## src/rtl/output_channel_buffer_bank.sv

```systemverilog
// Bank of independent per-channel circular FIFOs between the PE writeback stage and the interconnect.
// Optional sticky overflow flag enabled by defining OUTPUT_CHANNEL_OVERFLOW_CHECK_EN.
module output_channel_buffer_bank #(
    parameter int unsigned NUM_CHANNELS = 4,
    parameter int unsigned DEPTH        = 2,
    parameter int unsigned WORD_WIDTH   = 32,
    parameter int unsigned TAG_WIDTH    = 2
) (
    input  logic                               clk,
    input  logic                               reset_n,
    input  logic [NUM_CHANNELS-1:0]            write_enable,
    input  logic [WORD_WIDTH-1:0]              write_data,
    input  logic [TAG_WIDTH-1:0]               write_tag,
    output logic [NUM_CHANNELS-1:0]            output_channel_full_status,
    output logic [NUM_CHANNELS-1:0]            output_channel_empty_status,
    output logic [NUM_CHANNELS-1:0]            downstream_valid,
    output logic [NUM_CHANNELS*WORD_WIDTH-1:0] downstream_data,
    output logic [NUM_CHANNELS*TAG_WIDTH-1:0]  downstream_tag,
    input  logic [NUM_CHANNELS-1:0]            downstream_ready,
    output logic                               overflow_error
);

    localparam int unsigned PTR_W = $clog2(DEPTH);
    localparam int unsigned CNT_W = $clog2(DEPTH) + 1;

    for (genvar i = 0; i < NUM_CHANNELS; i++) begin : g_ch
        logic [WORD_WIDTH-1:0] data_q [DEPTH];
        logic [TAG_WIDTH-1:0]  tag_q  [DEPTH];
        logic [PTR_W-1:0]      rd_ptr;
        logic [PTR_W-1:0]      wr_ptr;
        logic [CNT_W-1:0]      count;
        logic                  full;
        logic                  empty;
        logic                  push;
        logic                  pop;

        // Status comes only from the registered count.
        assign full  = (count == CNT_W'(DEPTH));
        assign empty = (count == '0);
        // A full channel rejects writes even when it dequeues in the same cycle.
        assign push  = write_enable[i] && !full;
        assign pop   = !empty && downstream_ready[i];

        always_ff @(posedge clk) begin
            if (!reset_n) begin
                rd_ptr <= '0;
                wr_ptr <= '0;
                count  <= '0;
            end else begin
                if (push) wr_ptr <= wr_ptr + PTR_W'(1);
                if (pop)  rd_ptr <= rd_ptr + PTR_W'(1);
                case ({push, pop})
                    2'b10:   count <= count + CNT_W'(1);
                    2'b01:   count <= count - CNT_W'(1);
                    default: count <= count;
                endcase
            end
        end

        // Payload storage needs no reset; valid gates it.
        always_ff @(posedge clk) begin
            if (push) begin
                data_q[wr_ptr] <= write_data;
                tag_q[wr_ptr]  <= write_tag;
            end
        end

        assign output_channel_full_status[i]  = full;
        assign output_channel_empty_status[i] = empty;
        assign downstream_valid[i]            = !empty;
        assign downstream_data[i*WORD_WIDTH +: WORD_WIDTH] = data_q[rd_ptr];
        assign downstream_tag[i*TAG_WIDTH +: TAG_WIDTH]    = tag_q[rd_ptr];
    end

`ifdef OUTPUT_CHANNEL_OVERFLOW_CHECK_EN
    logic overflow_q;

    // Sticky until reset once any selected channel was full at a write.
    always_ff @(posedge clk) begin
        if (!reset_n) begin
            overflow_q <= 1'b0;
        end else if (|(write_enable & output_channel_full_status)) begin
            overflow_q <= 1'b1;
        end
    end

    assign overflow_error = overflow_q;
`else
    assign overflow_error = 1'b0;
`endif

endmodule

```

## config.mk

```make
export PLATFORM = sky130hd
export DESIGN_NAME = output_channel_buffer_bank
export DESIGN_NICKNAME = d
export VERILOG_FILES = /design/src/rtl/output_channel_buffer_bank.sv
export SDC_FILE = /design/constraint.sdc
export NUM_CORES = 1
export LEC_CHECK = 0
export ABC_AREA = 1
export CORE_UTILIZATION = 35
export DETAILED_ROUTE_END_ITERATION = 12
export PLACE_DENSITY = 0.62
export SYNTH_ARGS = -nofsm -noshare
export SYNTH_HDL_FRONTEND = slang
export SYNTH_SLANG_ARGS = --single-unit
```

## constraint.sdc

```tcl
create_clock -name clk -period 3.8 [get_ports clk]
set_input_delay 0.76 -clock clk [delete_from_list [all_inputs] [get_ports clk]]
set_output_delay 0.76 -clock clk [all_outputs]
set_load 0.1 [all_outputs]
```

==> impl_metrics.yaml, run 1 <==
yosys:
  synth.top_cells.by_count: "edfxtp_1, mux2_4, nor2_1"
  ys_seq_area_frac: 0.7439
  synth.area.top_cells: "edfxtp_1, mux2_4, dfxtp_1"
  async_flop_share: 0
  ys_seq_elements: 292
  ys_warn_count: 0
  yosysMostFrequentCell: "edfxtp_1"
  syn-cell-area_um2: 11520
  synth.net_count: 643
  synth_area_per_cell_um2: 19.36
  synth_top_area_cell: "edfxtp_1"
  yosysUniqueCellTypes: 20
  synth_cells: 595
  synth_edf_count: 272
  synthFlopType: "edfxtp_1"
  synth_top_area_share: 0.7092
floorplanning:
  fp.dieH_um: 183.4
  initial_core_util: 0.3549
  num_rows: 66
  coreArea_um2: 32450
  die_width_um: 183.4
  io_pins: 193
  die-area_um2: 33640
final_layout:
  design_area_um2: 14410
  final_nets: 852
  fillCellCount: 2843
  diodes: 0
  area_growth_pct: 25.11
  drive_above_1_share: 0.4291
  post-route-util: 0.4440
sta:
  max_freq_ghz: 0.3273
  timing.setup.tns_ps: 0
  slew_headroom: 0.3477
  holdWs_ps: 487.3
  period_share: 0.8040
  fin_crit_ps: 3055
  drv_slew: 0
  fin_skew_ps: 5.319
  rsz0062_at_grt: "false"
  setup_viol: 0
  finalHoldViolations: 0
  tightest_slew_ps: 975.3
cts:
  postCtsHoldBufs: 0
  clk_pin_slew_ps: 60
  cts_num_sinks: 292
  tritoncts: "done"
  numCtsBuffers: 31
  post_cts_buffers: 0
  clockRootBuffer: "clkbuf_16"
  clk_path_buf_depth: 3
  clk_latency_ps: 540
  post_cts_resized: 0
  htreeDepth: 1
setup_path:
  r2r_slack_ps: 1860
  endpoint_kind: "output pin"
  path_max_fanout: 3
  crit_required_ps: 3040
  crit_arrival_ps: 2300
  cp-start-kind: "register"
  critPathKind: "register to output pin"
global_routing:
  grt_first_pass_wirelength_mm: 35.42
  grt_overflow_total: 0
  grt_max_degree: 35
  grt_pass1_vias: 5694
  antenna_found_initial: 0
  track_usage: 0.1418
routing:
  firstDrtPassIters: 4
  drt_iter0_drc: 226
  detail_route.wl_per_cell_um: 18.91
  routed_wl_mm: 23.96
  antenna_left: 0
  vias: 5588
  via_per_inst: 4.410
  drc_errors: 0
hold_path:
  hold_path.class: "register to register"
placement:
  portBuffers: 191
  postPlaceCellArea_um2: 13450
  dp_hpwl_mm: 15.86
  gp_congestion: 0.7179
power:
  irDropWorstVdd_uv: 512.7
  p_per_area_nw_per_um2: 810.9
  p_leak_nw: 5.443
run:
  maxCapViolCount: 0
run_status:
  status: "finished clean"
sequential cells by signal, indices dropped and copies added, names as in the netlist, named ones only:
register	flops
g_ch.wr_ptr	4
g_ch.tag_q	16
g_ch.count	8
g_ch.data_q	256
g_ch.rd_ptr	4
critical path, cell delays in order, from the launching register on:
cell and delay (ps):
dfxtp_1 360, inv_1 70, nor2_1 160, clkdlybuf4s50_1 1160
worst paths after layout:
kind | cells after the start | startpoint | to
max | 3 | g_ch[3].count[1] | output_channel_full_status[3]
min reg2reg | 2 | g_ch[1].rd_ptr | g_ch[1].rd_ptr
max reg2reg | 5 | g_ch[3].count[0] | g_ch[3].data_q[1][18]
min | 2 | g_ch[1].rd_ptr | g_ch[1].rd_ptr
logic make-up (layout without fill, tap and decap cells):
group / count (synthesis) / count (layout) / share of synthesized area
flip-flops: 292 / 292 / 0.7439
adder cells (fa/ha/maj): 4 / 4 / 0.004346
AND/OR/NAND/NOR: 92 / 92 / 0.03302
multiplexers: 136 / 136 / 0.1721
buffers and inverters: 62 / 292 / 0.04280
AO/OA/AOI/OAI: 8 / 8 / 0.003477
other: 1 / 1 / 0.0003256
layout by cell type (no fill, tap or decap), types with 7 or more instances in the layout:
cell type and count:
nor2_1 44, nand2_1 28, inv_2 12, edfxtp_1 272, inv_1 24, buf_4 143, mux2_2 16, clkinv_2 7
clkdlybuf4s50_1 55, clkbuf_16 31, mux2_4 120, dfxtp_1 16, clkbuf_1 7
routing by layer:
metal,global-route usage,wire length (µm),part of all wire
met1,0.1919,10670,0.45
met2,0.2326,11500,0.48
met3,0.03276,1422,0.059
met4,0.02933,369,0.015
met5,0,0,0
metrics by stage:
stage | setup slack (ps) | power [mW] | cells
2_1_floorplan | 928.0 | 8.125 | 595
3_3_place_gp | 1106 | 8.908 | 1213
3_5_place_dp | 1043 | 8.941 | 1213
4_1_cts | 723.1 | 11.82 | 1267
5_1_grt | 658.1 | 12.08 | 1267
6_report | 744.9 | 11.68 | 1267
area by class of cell:
class,count,area [µm²],share of cell area
inverter,36,135.1,0.009378
clock inverter,16,155.1,0.01077
multi-input combinational,241,2486,0.1725
timing repair buffer,202,1704,0.1183
clock buffer,38,802.0,0.05566
sequential,292,8573,0.5950
tap,442,553.0,0.03838
where the power goes:
part           total (mW)  internal, mW  switching (mW)
Sequential           4.09          3.94           0.151
Combinational        4.74          1.15            3.59
Clock                2.86          1.69            1.17
Total                11.7          6.77            4.91
No activity file was read; power rests on OpenSTA's default activity.
==> run 2, diff against run 1 <==
==> constraint.sdc (replaced) <==
create_clock -name clk -period 3.14 [get_ports clk]
set_input_delay 0.628 -clock clk [delete_from_list [all_inputs] [get_ports clk]]
set_output_delay 0.628 -clock clk [all_outputs]
set_load 0.1 [all_outputs]
==> run 2 against run 1 <==
Sequential power up 21%; clock skew grew 6.7 ps; non-clock buffer count grew 7; cell area up 0.93%; critical path type unchanged; largest cell class unchanged.
==> impl_metrics.yaml, run 2 (synthesized netlist as in run 1, its figures left out) <==
run:
  maxCapViolCount: 0
cts:
  postCtsHoldBufs: 0
  clk_pin_slew_ps: 60
  cts_num_sinks: 292
  clk_latency_ps: 500
  post_cts_resized: 0
  clockRootBuffer: "clkbuf_16"
  htreeDepth: 2
  numCtsBuffers: 34
  tritoncts: "done"
  post_cts_buffers: 0
  clk_path_buf_depth: 3
routing:
  drt_iter0_drc: 270
  detail_route.wl_per_cell_um: 18.81
  routed_wl_mm: 24.04
  drc_errors: 0
  vias: 5633
  firstDrtPassIters: 4
  antenna_left: 0
  via_per_inst: 4.408
placement:
  portBuffers: 191
  place_ws_ps: 755.6
  gp_congestion: 0.7212
  dp_hpwl_mm: 15.73
power:
  p_per_area_nw_per_um2: 988.9
  irDropWorstVdd_uv: 804.6
  p_leak_nw: 5.548
floorplanning:
  initial_core_util: 0.3549
  die_width_um: 183.4
  die-area_um2: 33640
  coreArea_um2: 32450
  io_pins: 193
  num_rows: 66
  fp.dieH_um: 183.4
final_layout:
  top_regs: "g_ch.data_q (256), g_ch.tag_q (16), g_ch.count (8)"
  area_growth_pct: 26.27
  fillCellCount: 2802
  largest_register_ffs: 256
  drive_above_1_share: 0.4522
  diodes: 0
  final_cell_mix: "edfxtp_1, buf_4, mux2_4"
  final_common_cell: "edfxtp_1"
  final_nets: 862
  top_register: "g_ch.data_q"
global_routing:
  grt_overflow_total: 0
  busiest_layer: "met2"
  grt_util_met3: 0.02800
  use_met1: 0.2046
  grt_use_met2: 0.2218
  antenna_found_initial: 0
  grt_max_degree: 35
  grt_first_pass_wirelength_mm: 35.62
  track_usage: 0.1432
  grt_pass1_vias: 5772
setup_path:
  path_max_fanout: 14
  max_stage_delay_ps: 660
  crit_buf_inv: 2
  crit_arrival_ps: 2020
  critPathTopFamily: "flip-flops"
  slowest_stage: "dfxtp_2"
  critPathKind: "register to output pin"
  crit_required_ps: 2510
  ff2ff_path_depth: 5
  cp-start-kind: "register"
  worstPathCellList: "buf_12 > mux2_2 > buf_4"
  endpoint_kind: "output pin"
  crit_cells: 3
sta:
  fin_crit_ps: 2653
  tightest_slew_ps: 594.5
  finalHoldViolations: 0
  period_share: 0.8449
  max_freq_ghz: 0.3769
  rsz0062_at_grt: "false"
  fin_skew_ps: 12.00
  timing.setup.tns_ps: 0
  setup_viol: 0
  slew_headroom: 0.6024
  drv_slew: 0
  setup_ws_ps: 487.0
hold_path:
  holdPathStages: 2
  hold_path.class: "register to register"
run_status:
  status: "finished clean"
run 2: cell types whose count changed in the layout (fill, tap and decap cells not counted), sizes merged:
cell | before | now
clkinv | 11 | 9
clkbuf | 38 | 45
bufinv | 3 | 2
inv | 36 | 37
buf | 147 | 166
clkinvlp | 2 | 1
clkdlybuf4s50 | 55 | 43
run 2: final timing paths:
check / startpoint / to / slack [ps]
worst max register to register: g_ch[0].count[0] / g_ch[0].data_q[0][27] / 1440
worst min-delay path: g_ch[2].rd_ptr / register / 490
worst max-delay path: register / downstream_data[39] / 490
worst min register to register: g_ch[2].rd_ptr / register / 490
run 2: power breakdown:
part | total, mW | internal, mW | leakage [nW] | switching (mW)
registers | 4.93 | 4.76 | 2.71 | 0.171
clock network | 3.71 | 2.23 | 0.515 | 1.48
logic | 5.74 | 1.38 | 2.32 | 4.35
run 2: cell type report:
| cell class | instances | area [µm²] | area share |
|---|---|---|---|
| clock inverter | 13 | 120.1 | 0.008259 |
| sequential | 292 | 8573 | 0.5895 |
| tap | 442 | 553.0 | 0.03803 |
| timing repair buffer | 209 | 1752 | 0.1205 |
| clock buffer | 45 | 923.4 | 0.06349 |
| inverter | 36 | 135.1 | 0.009292 |
| multi-input combinational | 241 | 2486 | 0.1710 |
run 2: per-stage QoR:
stage | instances | cell area [µm²] | utilization | hold WS [ps] | total power, mW
after floorplan | 595 | 11520 | - | 452.2 | 9.833
after global placement | 1220 | 13500 | 0.4160 | 469.2 | 10.76
after detailed placement | 1220 | 13500 | 0.4160 | 479.2 | 10.81
after CTS | 1278 | 14540 | 0.4481 | 496.4 | 14.55
after global routing | 1278 | 14540 | 0.4481 | 528.6 | 14.88
final | 1278 | 14540 | 0.4481 | 492.8 | 14.38
run 2: tightest hold or removal path, delay by kind of cell (launching register included):
family / cells / cell delay, ps
flip-flops: 1 / 330
AND/OR/NAND/NOR: 2 / 130
run 2: routing by layer:
layer | up-vias | wire (µm) | share of wire
met3 | 37 | 1186 | 0.049
met1 | 2792 | 11410 | 0.47
met5 | - | 0 | 0
met4 | 0 | 436 | 0.018
li1 | 2638 | - | -
met2 | 166 | 11010 | 0.46
==> run 3, diff against run 2 <==
--- a/config.mk
+++ b/config.mk
@@ -8,7 +8,7 @@
 export ABC_AREA = 1
 export CORE_UTILIZATION = 35
 export DETAILED_ROUTE_END_ITERATION = 12
-export PLACE_DENSITY = 0.62
+export PLACE_DENSITY = 0.65
 export SYNTH_ARGS = -nofsm -noshare
 export SYNTH_HDL_FRONTEND = slang
 export SYNTH_SLANG_ARGS = --single-unit
==> constraint.sdc (replaced) <==
create_clock -name clk -period 2.34 [get_ports clk]
set_input_delay 0.468 -clock clk [delete_from_list [all_inputs] [get_ports clk]]
set_output_delay 0.468 -clock clk [all_outputs]
set_load 0.1 [all_outputs]
==> run 3 against run 2 <==
Sequential power rose by 33%; critical path depth did not move; critical path type unchanged; clock power rose by 17%; global-route usage fell by 0.33 points; largest cell class unchanged.
==> impl_metrics.yaml, run 3 (synthesized netlist as in run 1, its figures left out) <==
run_status:
  status: "finished clean"
setup_path:
  critPathTopFamily: "buffers and inverters"
  worstPathCellList: "buf_6 > mux2_2 > buf_12"
  critPathKind: "register to output pin"
  crit_arrival_ps: 1790
  crit_required_ps: 1870
  path_max_fanout: 22
  crit_buf_inv: 2
  cp-start-kind: "register"
  endpoint_kind: "output pin"
  slowest_stage: "mux2_2"
  max_stage_delay_ps: 410
routing:
  vias: 5631
  firstDrtPassIters: 4
  routed_wl_mm: 23.16
  drc_errors: 0
  detail_route.wl_per_cell_um: 18.16
  antenna_left: 0
  drt_iter0_drc: 280
  via_per_inst: 4.416
floorplanning:
  fp.dieH_um: 183.4
  coreArea_um2: 32450
  num_rows: 66
  io_pins: 193
  die_width_um: 183.4
  die-area_um2: 33640
  initial_core_util: 0.3549
placement:
  dp_hpwl_mm: 15.85
  place_ws_ps: 250.5
  portBuffers: 191
  gp_congestion: 0.7106
  postPlaceCellArea_um2: 15320
cts:
  clk_path_buf_depth: 3
  clk_pin_slew_ps: 60
  post_cts_buffers: 0
  clk_latency_ps: 540
  cts_num_sinks: 292
  numCtsBuffers: 29
  tritoncts: "done"
  clockRootBuffer: "clkbuf_16"
  htreeDepth: 1
power:
  power_mw: 20.29
  p_leak_nw: 6.137
  p_per_area_nw_per_um2: 1251
  irDropWorstVdd_uv: 921.5
final_layout:
  drive_above_1_share: 0.4478
  top_regs: "g_ch.data_q (256), g_ch.tag_q (16), g_ch.count (8)"
  final_common_cell: "edfxtp_1"
  diodes: 0
  top_register: "g_ch.data_q"
  area_growth_pct: 40.79
  final_cell_mix: "edfxtp_1, buf_12, mux2_4"
  largest_register_ffs: 256
  design_area_um2: 16220
  final_nets: 860
  post-route-util: 0.4997
sta:
  setup_viol: 0
  period_share: 0.9648
  drv_slew: 0
  rsz0062_at_grt: "false"
  timing.setup.tns_ps: 0
  finalHoldViolations: 0
  setup_ws_ps: 82.47
  fin_skew_ps: 14.79
  fin_crit_ps: 2258
  max_freq_ghz: 0.4430
global_routing:
  grt_overflow_total: 0
  grt_use_met2: 0.2367
  use_met1: 0.1840
  busiest_layer: "met2"
  grt_max_degree: 35
  antenna_found_initial: 0
  grt_first_pass_wirelength_mm: 35.17
  grt_util_met3: 0.02919
  grt_pass1_vias: 5777
  track_usage: 0.1399
hold_path:
  hold_path.class: "register to register"
run:
  maxCapViolCount: 0
run 3: cell count changes in the layout (fill, tap and decap cells not counted), sizes merged:
cell    delta
buf        +3
inv        +1
clkbuf    -12
clkinv     +5
run 3: final timing paths:
kind	startpoint	depth (start not counted)	endpoint	slack (ps)
max	register	3	downstream_tag[0]	80
min reg2reg	g_ch[2].rd_ptr	2	register	500
max reg2reg	g_ch[2].count[1]	10	g_ch[2].count[1]	730
min	g_ch[2].rd_ptr	2	register	500
run 3: cell type report:
cell class | instances | area [µm²]
fill | 2627 | 16240
sequential | 292 | 8576
timing repair buffer | 212 | 3580
multi-input combinational | 241 | 2486
clock buffer | 33 | 740.7
tap | 442 | 553.0
clock inverter | 19 | 145.1
inverter | 36 | 135.1
run 3: worst reg2reg max path: stages, from the launching register on:
cell and delay [ps]:
dfxtp_1 360, inv_1 70, nor2_1 220, nor2_1 120
inv_1 140, ha_1 270, inv_1 80, nand2_1 50
nor2_1 80, nor2_1 50, nor2_1 100
run 3: metal layers:
layer  share of wire  wire length (µm)
met2            0.50             11580
met4           0.014               335
met1            0.43              9954
met3           0.056              1293
met5               0                 0
run 3: report_power, final:
group          switching [mW]  internal, mW  total, mW
Clock                    1.85          2.48       4.33
Combinational            6.15          3.23       9.37
Sequential              0.197          6.39       6.58
Total                    8.20          12.1       20.3
run 3: per-stage QoR:
stage / hold WS, ps / cells
finish: 495.4 / 1275
global route: 529.0 / 1275
CTS: 497.9 / 1275
detailed placement: 472.2 / 1223
global placement: 462.3 / 1223
floorplan: 452.2 / 595
run 3: what timing repair did:
| item | in CTS | in global routing |
|---|---|---|
| resized for setup | 2 | 0 |
| endpoints found under the setup margin | 25 | 0 |
| endpoints found under the hold margin | 0 | 0 |
| hold buffers | 0 | 0 |
